==> src/rtl/ahb_slave_if_pkg.sv <==
// Shared AHB definitions: bus width defaults and the HTRANS/HRESP encodings
// used by the AHB slave interface.
`ifndef AHB_ADDR_WIDTH
`define AHB_ADDR_WIDTH 32
`endif
`ifndef AHB_DATA_WIDTH
`define AHB_DATA_WIDTH 32
`endif

package ahb_slave_if_pkg;

    localparam logic [1:0] HTRANS_IDLE   = 2'd0;
    localparam logic [1:0] HTRANS_BUSY   = 2'd1;
    localparam logic [1:0] HTRANS_NONSEQ = 2'd2;
    localparam logic [1:0] HTRANS_SEQ    = 2'd3;

    localparam logic HRESP_OKAY  = 1'b0;
    localparam logic HRESP_ERROR = 1'b1;

    // Only NONSEQ and SEQ carry a real address phase.
    function automatic logic is_active_trans(input logic [1:0] trans);
        return (trans == HTRANS_NONSEQ) || (trans == HTRANS_SEQ);
    endfunction

endpackage

==> src/rtl/ahb_slave_if.sv <==
// AHB-Lite slave front end: converts AHB transfers into a simple
// valid/ready request to user logic, with two-cycle ERROR responses.
`ifndef AHB_ADDR_WIDTH
`define AHB_ADDR_WIDTH 32
`endif
`ifndef AHB_DATA_WIDTH
`define AHB_DATA_WIDTH 32
`endif

module ahb_slave_if
    import ahb_slave_if_pkg::*;
#(
    parameter int AHB_ADDR_WIDTH = `AHB_ADDR_WIDTH,
    parameter int AHB_DATA_WIDTH = `AHB_DATA_WIDTH
) (
    input  logic                      clk,
    input  logic                      rst,
    input  logic                      hsel,
    input  logic [AHB_ADDR_WIDTH-1:0] haddr,
    input  logic [1:0]                htrans,
    input  logic                      hwrite,
    input  logic [2:0]                hsize,
    input  logic [2:0]                hburst,
    input  logic [AHB_DATA_WIDTH-1:0] hwdata,
    input  logic                      hready,
    output logic                      hreadyout,
    output logic                      hresp,
    output logic [AHB_DATA_WIDTH-1:0] hrdata,
    output logic                      valid,
    output logic [AHB_ADDR_WIDTH-1:0] addr,
    output logic                      write,
    output logic [2:0]                size,
    output logic [AHB_DATA_WIDTH-1:0] wdata,
    input  logic                      ready,
    input  logic [AHB_DATA_WIDTH-1:0] rdata,
    input  logic                      error
);

    localparam int MAX_SIZE = $clog2(AHB_DATA_WIDTH / 8);

    typedef enum logic [1:0] {
        IDLE,
        ACCESS,
        ERR1,
        ERR2
    } state_t;

    state_t                    state;
    state_t                    state_next;
    logic                      phase;
    logic                      legal;
    logic                      accept;
    logic [AHB_ADDR_WIDTH-1:0] align_mask;
    logic                      unused_hburst;

    // Every beat stands alone, so the burst type carries no information here.
    assign unused_hburst = ^hburst;

    assign phase      = hsel & hready & is_active_trans(htrans);
    assign align_mask = (AHB_ADDR_WIDTH'(1) << hsize) - AHB_ADDR_WIDTH'(1);
    assign legal      = (hsize <= 3'(MAX_SIZE)) && ((haddr & align_mask) == '0);

    // A new address phase can only be taken when no data phase is stalling.
    assign accept = (state == IDLE) || (state == ERR2) ||
                    ((state == ACCESS) && ready && !error);

    always_ff @(posedge clk) begin
        if (rst) begin
            state <= IDLE;
            addr  <= '0;
            write <= 1'b0;
            size  <= 3'd0;
        end else begin
            state <= state_next;
            if (accept && phase && legal) begin
                addr  <= haddr;
                write <= hwrite;
                size  <= hsize;
            end
        end
    end

    always_comb begin
        state_next = state;
        if (accept) begin
            if (state == ACCESS && error) begin
                state_next = ERR1;
            end else if (phase) begin
                state_next = legal ? ACCESS : ERR1;
            end else begin
                state_next = IDLE;
            end
        end else if (state == ACCESS) begin
            if (ready && error) begin
                state_next = ERR1;
            end
        end else if (state == ERR1) begin
            state_next = ERR2;
        end
    end

    always_comb begin
        valid     = 1'b0;
        hreadyout = 1'b1;
        hresp     = HRESP_OKAY;
        hrdata    = '0;
        case (state)
            ACCESS: begin
                valid     = 1'b1;
                hreadyout = ready & ~error;
                hrdata    = rdata;
            end
            ERR1: begin
                hreadyout = 1'b0;
                hresp     = HRESP_ERROR;
            end
            ERR2: begin
                hresp = HRESP_ERROR;
            end
            default: ;
        endcase
    end

    assign wdata = hwdata;

endmodule

==> config.mk <==
export PLATFORM = sky130hd
export DESIGN_NAME = ahb_slave_if
export DESIGN_NICKNAME = d
export VERILOG_FILES = /design/src/rtl/ahb_slave_if_pkg.sv /design/src/rtl/ahb_slave_if.sv
export SDC_FILE = /design/constraint.sdc
export NUM_CORES = 1
export LEC_CHECK = 0
export CAP_MARGIN = 20
export CORE_UTILIZATION = 32
export CTS_CLUSTER_SIZE = 12
export DETAILED_ROUTE_END_ITERATION = 6
export GPL_ROUTABILITY_DRIVEN = 1
export PLACE_DENSITY = 0.82
export SYNTH_ARGS = -nofsm -noshare
export SYNTH_HDL_FRONTEND = slang
export SYNTH_SLANG_ARGS = --single-unit
==> constraint.sdc <==
create_clock -name clk -period 3.6 [get_ports clk]
set_clock_uncertainty 0.2 [all_clocks]
set_input_delay 1.08 -clock clk [delete_from_list [all_inputs] [get_ports clk]]
set_output_delay 1.08 -clock clk [all_outputs]
set_load 0.05 [all_outputs]
== Yosys cells after proc, flatten, opt, wreduce, memory -nomap -nowiden ==
Cells that the tools add are included.

* Bitwise operators: 5
* $lt $le $gt $ge: 1
* Shift operators: 1
* Mux-type cells: 11
* Equal/unequal tests: 6
* Add/sub/neg operators: 1
* Reductions and logical operators: 16

{| class="wikitable"
|+ Operators with widths
! operator !! number
|-
| $and A32 B32 Y32 || 1
|-
| $logic_not A32 Y1 || 1
|-
| $mux W32 || 1
|-
| $shl A1 B3 Y32 const A || 1
|-
| $sub A32 B2 Y32 const B || 1
|-
| $mux W2 || 7
|-
| $eq A2 B2 Y1 const B || 4
|-
| $logic_and A1 B1 Y1 || 7
|-
| $and A1 B1 Y1 || 3
|-
| $le A3 B2 Y1 const B || 1
|-
| $logic_or A1 B1 Y1 || 3
|-
| $ne A3 B2 Y1 const B || 1
|-
| $reduce_bool A3 Y1 || 1
|-
| $eq A2 B1 Y1 const B || 1
|-
| $logic_not A2 Y1 || 1
|-
| $mux W1 || 2
|-
| $pmux W1 S2 || 1
|-
| $reduce_and A2 Y1 || 1
|-
| $reduce_or A2 Y1 || 1
|-
| $logic_not A1 Y1 || 1
|-
| $not A1 Y1 || 1
|}

* Flip-flop bits (word level): 38

== Logic depth before layout (Yosys ltp) ==
* Depth in word-level cells: 9
* Depth in mapped cells: 10

== Worst setup path before layout ==
OpenSTA, ideal clock, no wires.

* Path kind: register to output
* Start point: register state[1]
* End point: output hreadyout
* Setup slack: 342 ps
* Cell stages (with the launch flop): 6
* Buffers on the path: 2
* Data required time: 2320 ps
* Data arrival time: 1978 ps
* Path through: dfxtp_1 -> inv_1 -> ha_1 -> clkbuf_1 -> clkbuf_1 -> o22ai_1

* Cells in the longest elaborated chain, start to end: 2

{| class="wikitable"
|+ Ends and longest elaborated chain
! item !! RTL line !! source
|-
| from (decl) || ahb_slave_if.sv:48 || <nowiki>state_t state;</nowiki>
|-
| from (signal assigned) || ahb_slave_if.sv:74 || <nowiki>state <= state_next;</nowiki>
|-
| $eq A2 B2 Y1 or $eq A2 B1 Y1 (tied branches) || ahb_slave_if.sv:107 || <nowiki>case (state)</nowiki>
|-
| $pmux W1 S2 * || ahb_slave_if.sv:107 ||
|-
| to (decl) || ahb_slave_if.sv:26 || <nowiki>output logic hreadyout,</nowiki>
|}

Mark *: on every way between the ends. The rest lies on a longest branch, timed or not.

== Final worst setup path ==
* Start point: input ready
* End point: output hreadyout

* Cells in the longest elaborated chain, start to end: 2

{| class="wikitable"
|+ Ends and longest elaborated chain
! item !! RTL line !! source
|-
| from (decl) || ahb_slave_if.sv:34 || <nowiki>input logic ready,</nowiki>
|-
| $and A1 B1 Y1 || ahb_slave_if.sv:110 || <nowiki>hreadyout = ready & ~error;</nowiki>
|-
| $pmux W1 S2 || ahb_slave_if.sv:107 ||
|}

No other way between the ends.

==> results.json <==
{
  "postSynthCellCount": 265,
  "setup_ws_ns": 0.165,
  "total_leakage_power_uw": 0.00149,
  "n_antenna_cell": 0,
  "synth_edf_count": 0,
  "grt-ovfl-total": 0,
  "grt_use_total_pct": 16.0,
  "worst_pin_slew_ns": 0.899,
  "routed_wl_mm": 6.58,
  "use_met3_pct": 6.72,
  "syn-cell-area_um2": 2400,
  "grt_first_pass_wirelength_mm": 9.67,
  "synth_top_family_by_area": "simple AND/OR/NAND/NOR gates",
  "clockBufferDepth": 2,
  "clkPwrFrac_pct": 20.7,
  "multi_input_area_um2": 1270,
  "met1_usage_pct": 16.3,
  "syn_to_final_growth_pct": 71.4,
  "postCtsHoldBufs": 0,
  "numCtsBuffers": 5,
  "avgSynthCellArea_um2": 9.07,
  "r2r-start": "state[0]",
  "portBuffers": 145,
  "num_rows": 31,
  "clock-root-buffer": "clkbuf_8",
  "cellPowerDensity_nw_per_um2": 362,
  "cap_viol_max_count": 0,
  "critPathTopFamily": "buffers and inverters",
  "hold-path-endpoint": "addr[1]",
  "io_pins": 214,
  "hp-class": "flop to flop",
  "yosys.area_share.adder_pct": 2.60,
  "worstPathCellList": "clkdlybuf4s50_1, nand2_1, o22ai_1, buf_12",
  "gp_congestion": 0.742,
  "path_class": "primary input to primary output",
  "ir_drop_mv": 0.181,
  "p_int_uw": 947,
  "drc": 0,
  "switching_share_pct": 36.5,
  "cts.sinks": 38,
  "max_stage_delay_ns": 0.54,
  "final_cell_mix": "110 x clkdlybuf4s50_1, 73 x nand2b_1, 38 x dfxtp_1",
  "synthFlopType": "dfxtp_1",
  "num-fill-cells": 632,
  "yosysSeqAreaShare_pct": 31.7,
  "hold_depth": 2,
  "synth_xor_xnor_area_share_pct": 0,
  "synthMuxAreaShare_pct": 15.0,
  "required_ns": 2.32,
  "dp.cells": 468,
  "yosys.area_share.simple_pct": 30.7,
  "dieArea_um2": 7860,
  "cp_slowest_cell": "clkdlybuf4s50_1",
  "fmax_mhz": 291,
  "hold_viol_final": 0,
  "hpwl_mm": 5.27,
  "r2r_slack_ns": 1.51,
  "yosys_warnings": 0,
  "drt-pass1-iter-count": 4,
  "p_seq_share_pct": 29.3,
  "r2r_end": "addr[31]",
  "ant_nets": 0,
  "grt_max_degree": 75,
  "setup_viol": 0,
  "synth_seq_cells": 38,
  "vias_per_cell": 4.38,
  "finalSetupTns_ns": 0,
  "outcome": "completed",
  "core_area_um2": 7250,
  "dr_total_vias": 2087,
  "drt_iter0_drc": 44,
  "synth_compound_area_share_pct": 4.63,
  "layout.area.seq_um2": 761,
  "htreeDepth": 2,
  "holdCritStartpoint": "addr[1]",
  "async_reset_ff_share_pct": 0,
  "drive_above_1_share_pct": 14.9,
  "rsz0062_at_grt": "false",
  "start_util_pct": 33.1,
  "die_x_um": 88.7,
  "power_frac_comb_pct": 50.1,
  "slew_violations": 0,
  "cp-start-kind": "primary input",
  "final_min_period_over_clock_period_pct": 95.4,
  "antenna_found_initial": 0,
  "grt_pass1_vias": 2012,
  "p_switching_uw": 543,
  "final_common_cell": "clkdlybuf4s50_1",
  "nNetsFinal": 492,
  "cp_max_fo": 5,
  "synth.distinct_cells": 32,
  "use_met2_pct": 30.0,
  "worstSkewPairLatency_ns": 0.28,
  "synth_nets": 381,
  "chipHeight_um": 88.7,
  "r2r_cells": 7,
  "cts_tree": "done",
  "relSlewSlack_pct": 40.0,
  "path_buf_inv": 2,
  "utilization_pct": 56.8,
  "end_kind": "primary output",
  "cts-resized-gates": 0,
  "critPathArrivalTime_ns": 2.15,
  "wl_per_cell_um": 13.8,
  "layout_min_cycle_time_ns": 3.43,
  "post-place-ws_ns": -0.129,
  "cp.depth": 4,
  "holdWs_ns": 0.277,
  "grt_busiest_layer": "met2",
  "final-instance-count-excl-fill": 476,
  "post_cts_buffers": 0,
  "clk_pin_slew_ns": 0.07
}
[synthesized netlist by cell type (2+ instances only)]
| library cell | n | area, µm² |
|---|---|---|
| nand3_1 | 3 | 15.0 |
| mux2i_1 | 36 | 360 |
| inv_1 | 3 | 11.3 |
| buf_12 | 3 | 60.1 |
| o31ai_1 | 2 | 15.0 |
| clkbuf_1 | 12 | 45.0 |
| ha_1 | 5 | 62.6 |
| buf_4 | 32 | 240 |
| and2_1 | 32 | 200 |
| dfxtp_1 | 38 | 761 |
| nand2b_1 | 73 | 457 |
| a21oi_1 | 6 | 30.0 |
[worst max path at each step]
stage | startpoint | to | slack, ns
6_report | ready | hreadyout | 0.17
3_3_place_gp | hsize[0] | addr[11] | -0.02
2_1_floorplan | state[1] | hreadyout | 0.34
4_1_cts | hsize[1] | addr[31] | 0.15
5_1_grt | hsize[1] | size[2] | 0.06
3_5_place_dp | hsize[1] | addr[31] | -0.13
[stage by stage]
step,cell area [µm²],total power [µW]
finish,4120,1490
global route,4120,1570
CTS,4120,1520
detailed placement,4020,1200
global placement,4020,1190
floorplan,2400,913
[worst min-delay path, stage by stage (launching register included)]
cell and delay, ns:
dfxtp_1 0.31, nand2b_1 0.06, mux2i_1 0.06
[power groups by stage]
stage                     combinational [µW]  sequential, µW  clock (µW)
after detailed placement                 754             446           0
after global routing                     785             437         344
after global placement                   742             445           0
after floorplan                          464             449           0
after CTS                                754             436         326
final                                    746             436         308
[logic make-up after synthesis]
group,Yosys count
DFF,38
muxes,36
adders and majority gates,5
buffers and inverters,52
AOI/OAI and AO/OA,17
and+or+nand+nor,117
[area by class of cell]
class	instances	area share [%]
Clock buffer	6	2.00
Clock inverter	2	0.304
Inverter	4	0.365
Multi-Input combinational cell	175	30.9
Sequential cell	38	18.5
Tap cell	99	3.01
Timing Repair Buffer	152	45.0
[per-layer routing]
layer / share of wire, % / vias to the layer above
met5: 0 / -
met3: 11 / 6
li1: - / 1042
met2: 52 / 119
met4: 0.41 / 0
met1: 37 / 920
[flip-flops by register name (all words and copies together), names as in the netlist]
register / count
addr: 32
size: 3
state: 2
write: 1
Note: power is estimated with default switching activity, not from simulation.
